--- config.mk ---
export PLATFORM = sky130hd
export DESIGN_NAME = tmr_status
export DESIGN_NICKNAME = d
export VERILOG_FILES = /design/src/rtl/tmr_pkg.sv /design/src/rtl/tmr_status_wrap_det.sv /design/src/rtl/tmr_status.sv
export SDC_FILE = /design/constraint.sdc
export NUM_CORES = 1
export LEC_CHECK = 0
export ABC_AREA = 1
export BUFFER_PORTS_ARGS = -buffer_cell sky130_fd_sc_hd__buf_4
export CORE_AREA = 2 2 39 41
export DETAILED_ROUTE_END_ITERATION = 16
export DIE_AREA = 0 0 41 43
export HOLD_SLACK_MARGIN = 0.15
export PLACE_DENSITY = 0.76
export SLEW_MARGIN = 30
export SYNTH_ARGS = -nofsm -noshare
export SYNTH_HDL_FRONTEND = slang
export SYNTH_SLANG_ARGS = --single-unit
export TNS_END_PERCENT = 1
--- constraint.sdc ---
create_clock -name clk_in -period 0.9 [get_ports clk_in]
set_input_delay 0.09 -clock clk_in [delete_from_list [all_inputs] [get_ports clk_in]]
set_output_delay 0.09 -clock clk_in [all_outputs]
set_load 0.02 [all_outputs]
--- src/rtl/tmr_pkg.sv ---
// Shared constants and types for the timer status block.
//   CNT_MAX / CNT_MIN : wrap boundary values at the default 8-bit counter width
//   TSR_*_BIT         : flag bit positions in the timer status register
//   tmr_evt_t         : one-cycle wrap events {ovf, udf}
package tmr_pkg;

  localparam logic [7:0] CNT_MAX = 8'hFF;
  localparam logic [7:0] CNT_MIN = 8'h00;

  localparam int unsigned TSR_OVF_BIT = 0;
  localparam int unsigned TSR_UDF_BIT = 1;

  typedef struct packed {
    logic ovf;
    logic udf;
  } tmr_evt_t;

endpackage

--- src/rtl/tmr_status_wrap_det.sv ---
// Wrap detector for the timer counter.
// Registers the counter's control inputs so they line up with the cnt/last_cnt pair that the
// counter produced on the same edge, then compares that pair against the wrap boundaries.
// Ports:
//   clk_in, preset             : clock, synchronous active-high reset
//   en, ud, load, count_enable : counter controls (same signals that drive the counter)
//   cnt, last_cnt              : counter value now and one cycle earlier
//   evt                        : combinational overflow/underflow event for this cycle
module tmr_status_wrap_det
  import tmr_pkg::*;
#(
  parameter int unsigned CNT_W = 8
) (
  input  logic             clk_in,
  input  logic             preset,
  input  logic             en,
  input  logic             ud,
  input  logic             load,
  input  logic             count_enable,
  input  logic [CNT_W-1:0] cnt,
  input  logic [CNT_W-1:0] last_cnt,
  output tmr_evt_t         evt
);

  // Boundaries at the configured width; at CNT_W = 8 these equal CNT_MIN and CNT_MAX.
  localparam logic [CNT_W-1:0] WrapMin = CNT_W'(CNT_MIN);
  localparam logic [CNT_W-1:0] WrapMax = ~WrapMin;

  logic en_q, ud_q, load_q, ce_q;

  always_ff @(posedge clk_in) begin
    if (preset) begin
      en_q   <= 1'b0;
      ud_q   <= 1'b0;
      load_q <= 1'b0;
      ce_q   <= 1'b0;
    end else begin
      en_q   <= en;
      ud_q   <= ud;
      load_q <= load;
      ce_q   <= count_enable;
    end
  end

  logic counting;
  // A load that happens to produce a wrap-shaped pair must not count as a wrap.
  assign counting = en_q & ce_q & ~load_q;

  always_comb begin
    evt     = '0;
    evt.ovf = counting & ~ud_q & (last_cnt == WrapMax) & (cnt == WrapMin);
    evt.udf = counting &  ud_q & (last_cnt == WrapMin) & (cnt == WrapMax);
  end

endmodule

--- src/rtl/tmr_status.sv ---
// Timer status/interrupt block: sticky overflow/underflow flags (W1C), registered level
// interrupt and an optional saturating overrun event counter.
// Optional feature macro: TMR_EVT_CNT_EN enables evt_cnt; without it evt_cnt is tied to 0
// and clr_evt is ignored.
// Ports:
//   clk_in, preset             : clock, synchronous active-high reset
//   en, ud, load, count_enable : counter controls
//   cnt, last_cnt              : counter value now and one cycle earlier
//   clr_ovf, clr_udf           : write-1-to-clear strobes for the flags
//   ovf_ie, udf_ie             : interrupt enables
//   clr_evt                    : clears evt_cnt
//   tsr_ovf, tsr_udf           : sticky flags
//   irq                        : registered level interrupt
//   evt_cnt                    : saturating overrun count
module tmr_status
  import tmr_pkg::*;
#(
  parameter int unsigned CNT_W = 8,
  parameter int unsigned EVT_W = 4
) (
  input  logic             clk_in,
  input  logic             preset,
  input  logic             en,
  input  logic             ud,
  input  logic             load,
  input  logic             count_enable,
  input  logic [CNT_W-1:0] cnt,
  input  logic [CNT_W-1:0] last_cnt,
  input  logic             clr_ovf,
  input  logic             clr_udf,
  input  logic             ovf_ie,
  input  logic             udf_ie,
  input  logic             clr_evt,
  output logic             tsr_ovf,
  output logic             tsr_udf,
  output logic             irq,
  output logic [EVT_W-1:0] evt_cnt
);

  tmr_evt_t   evt;
  logic [1:0] tsr_q;
  logic       irq_q;

  tmr_status_wrap_det #(
    .CNT_W(CNT_W)
  ) u_wrap_det (
    .clk_in       (clk_in),
    .preset       (preset),
    .en           (en),
    .ud           (ud),
    .load         (load),
    .count_enable (count_enable),
    .cnt          (cnt),
    .last_cnt     (last_cnt),
    .evt          (evt)
  );

  // Set has priority over a same-cycle clear.
  always_ff @(posedge clk_in) begin
    if (preset) begin
      tsr_q <= '0;
      irq_q <= 1'b0;
    end else begin
      tsr_q[TSR_OVF_BIT] <= evt.ovf | (tsr_q[TSR_OVF_BIT] & ~clr_ovf);
      tsr_q[TSR_UDF_BIT] <= evt.udf | (tsr_q[TSR_UDF_BIT] & ~clr_udf);
      irq_q <= (tsr_q[TSR_OVF_BIT] & ovf_ie) | (tsr_q[TSR_UDF_BIT] & udf_ie);
    end
  end

  assign tsr_ovf = tsr_q[TSR_OVF_BIT];
  assign tsr_udf = tsr_q[TSR_UDF_BIT];
  assign irq     = irq_q;

`ifdef TMR_EVT_CNT_EN
  localparam logic [EVT_W-1:0] EvtMax = '1;

  logic             overrun;
  logic [EVT_W-1:0] evt_q;

  // An overrun is a new event arriving while its flag is still pending.
  assign overrun = (evt.ovf & tsr_q[TSR_OVF_BIT]) | (evt.udf & tsr_q[TSR_UDF_BIT]);

  always_ff @(posedge clk_in) begin
    if (preset) begin
      evt_q <= '0;
    end else if (clr_evt) begin
      evt_q <= '0;
    end else if (overrun && (evt_q != EvtMax)) begin
      evt_q <= evt_q + EVT_W'(1);
    end
  end

  assign evt_cnt = evt_q;
`else
  logic unused_clr_evt;
  assign unused_clr_evt = clr_evt;
  assign evt_cnt        = '0;
`endif

endmodule

==> results.md <==
- Clk_skew: 0.009771 ns
- Reg2Reg Capture Point: tsr_q[0]$_SDFF_PP0_
- Maximum fanout along the worst path: 3
- DRT antenna net count: 0
- Gate power share: 22.6%
- Max cap viols: 0
- RSZ-0062 raised after global routing: yes
- Most frequent cells in the layout: 28 x buf_4, 20 x nand2_1, 20 x nor2_1
- Fill cells: 139
- Starting Density: 29.02%
- I/O pin count: 34
- Worst Hold Class: in -> reg
- Die Ht: 43 µm
- VDD IR max: 0.6105 mV
- Synthesized cell area: 401.6 µm²
- DRC Markers: 0
- Fin crit share: 94.03%
- Drt pass-1 iters: 2
- Post-Synthesis Cells: 69
- DP Wirelength: 730.5 µm
- Arrival @ worst endpoint: 0.76 ns
- Reg2reg setup slack: 0.08 ns
- First-pass GRT wire length: 1.462 mm
- Layout area overhead: 82.24%
- Clock power share: 36.0%
- Layout cell share with drive strength beyond 1: 31.19%
- TritonCTS clock tree: built
- Largest net degree at the start of global routing: 8
- Buffers & Inverters on Critical Path: 1
- Pint: 600.7 µW
- Part of the power in registers: 41.5%
- Commonest non-fill, non-tap cell in the layout: buf_4
- Worst Path Required: 0.81 ns
- Hold-critical path depth: 6
- CTS root buffer: clkbuf_4
- Crit path kind: reg -> out
- Tot GR Track Use: 12.19%
- Syn. warnings: 0
- Crit-path cells: buf_4
- Vias per cell: 4.016
- CTS Buf Count: 3
- Power Total: 783.8 µW
- CP delay by family, top: flip-flops
- Worst skew pair latency: 0.25 ns
- R2R Path Start: u_wrap_det.en_q$_SDFF_PP0_
- Slowest stage cell on the critical path: dfxtp_1
- Final nets: 137
- Area occupied by multi-input gates: 201.4 µm²
- Power Dens Cells: 1071 nW/µm²
- Rows: 14
- Antenna violations before repair: 0
- Worst-path clk slew: 0.06 ns
- Fmax: 1182 MHz
- Fin. max-slew vios: 0
- GRT overflow: 0
- Hold EP: tsr_q[0]$_SDFF_PP0_
- Startpoint types: flip-flop
- H-tree levels: 1
- Avg Cell Area, Syn: 5.821 µm²
- Netlist cell types: 10
- Hold Path Origin: cnt[6]
- Clock Path Buffers: 2
- Run status: complete, no violations
- WL per Instance: 7.616 µm
- Post-route setup TNS: 0 ns
- CP Launch Point: tsr_q[1]$_SDFF_PP0_
- Full die area: 1763 µm²
- Clock sink total: 7
- Final Hold Fails: 0
- Port buffer count: 28
- Fin crit period: 0.8463 ns
- Core ar.: 1384 µm²
- Critical path's largest stage delay: 0.35 ns
- Sequential element share of the synthesized area: 34.89%
- Routed vias: 502
- FF+latch count, synth: 7
- Final Util: 52.89%
- Leakage: 0.0003785 µW
- Switching power of the nets: 183.1 µW
- Number of global-route vias before repair: 451
- Final wirelength: 952 µm
- Critical Path End Type: primary output
- Reg area: 142.6 µm²
- R2R cell count: 6
- Finish-stage setup viols: 0
- Antenna cells: 0
- Die Width: 41 µm
- Sw Share: 23.37%
- Post CTS Setup Buffer Count: 0
- GP Congestion: 0.6686
- DRT iter0 DRCs: 2
## layout make-up
| type | count | area share, % |
|---|---|---|
| Multi-Input combinational cell | 50 | 27.52 |
| Tap cell | 16 | 2.735 |
| Inverter | 11 | 5.641 |
| Clock buffer | 4 | 3.590 |
| Sequential cell | 7 | 19.49 |
| Timing Repair Buffer | 37 | 41.03 |
## metal layers
metal / part of all wire [%] / vias to the layer above / track usage, %
li1: - / 273 / -
met1: 39 / 206 / 9.740
met2: 53 / 23 / 23.13
met3: 8.0 / 0 / 4.188
met4: 0 / 0 / 6.000
met5: 0 / - / 0
## worst max-delay path by stage
stage,slack [ns],cells after the start,to
after global routing,-0.05,6,tsr_q[0]$_SDFF_PP0_
after global placement,0.08,6,tsr_q[0]$_SDFF_PP0_
after detailed placement,0.04,6,tsr_q[0]$_SDFF_PP0_
after floorplan,0.13,6,tsr_q[0]$_SDFF_PP0_
after CTS,0.05,6,tsr_q[0]$_SDFF_PP0_
final,0.05,1,tsr_udf
## cell usage after synthesis
library cell  count  share of area (%)
a21oi_1           2                2.5
a21oi_2           1                2.2
dfxtp_1           7                 35
nand3_1           2                2.5
inv_1            11                 10
conb_1            1               0.93
nand3b_1          1                1.9
nor2_1           20                 19
nand2_1          20                 19
buf_4             4                7.5
## worst register-to-register path, delay by kind of cell (launching register included)
kind / cells / cell delay, ns
AO/OA/AOI/OAI: 1 / 0.10
flip-flops: 1 / 0.32
AND/OR/NAND/NOR: 5 / 0.35
## flip-flops by register name, indices dropped and copies added (netlist names)
register           count
u_wrap_det.load_q      1
u_wrap_det.en_q        1
tsr_q                  2
u_wrap_det.ud_q        1
u_wrap_det.ce_q        1
irq                    1
## stage by stage
| step | setup slack [ns] | instances | cell area (µm²) | hold slack, ns |
|---|---|---|---|---|
| after detailed placement | 0.04192 | 112 | 613.1 | 0.3015 |
| after CTS | 0.04681 | 125 | 729.5 | 0.2066 |
| final | 0.05373 | 125 | 732.0 | 0.1942 |
| after floorplan | 0.1286 | 72 | 412.9 | 0.1524 |
| after global placement | 0.07791 | 112 | 613.1 | 0.2995 |
| after global routing | -0.05080 | 125 | 732.0 | 0.2093 |
## timing repair
action | 4_1_cts | 5_1_grt
hold buffers | 9 | 0
gates resized for setup | 0 | 2
setup endpoints to repair | 0 | 1
hold endpoints to repair | 7 | 0
## power groups by stage
stage          clock [µW]  sequential (µW)  combinational, µW
2_1_floorplan           0              330               61.6
3_3_place_gp            0              330                143
3_5_place_dp            0              331                146
4_1_cts               287              324                177
5_1_grt               313              326                194
6_report              282              325                177
## cell families (layout without fill, tap and decap cells)
kind of cell,Yosys count,count (layout),share of synthesized area (%)
AND/OR/NAND/NOR,43,43,41.74
flip-flops,7,7,34.89
AO/OA/AOI/OAI,3,3,4.673
other,1,4,0.9337
buffers and inverters,15,52,17.76
No activity file was read; power rests on OpenSTA's default activity.
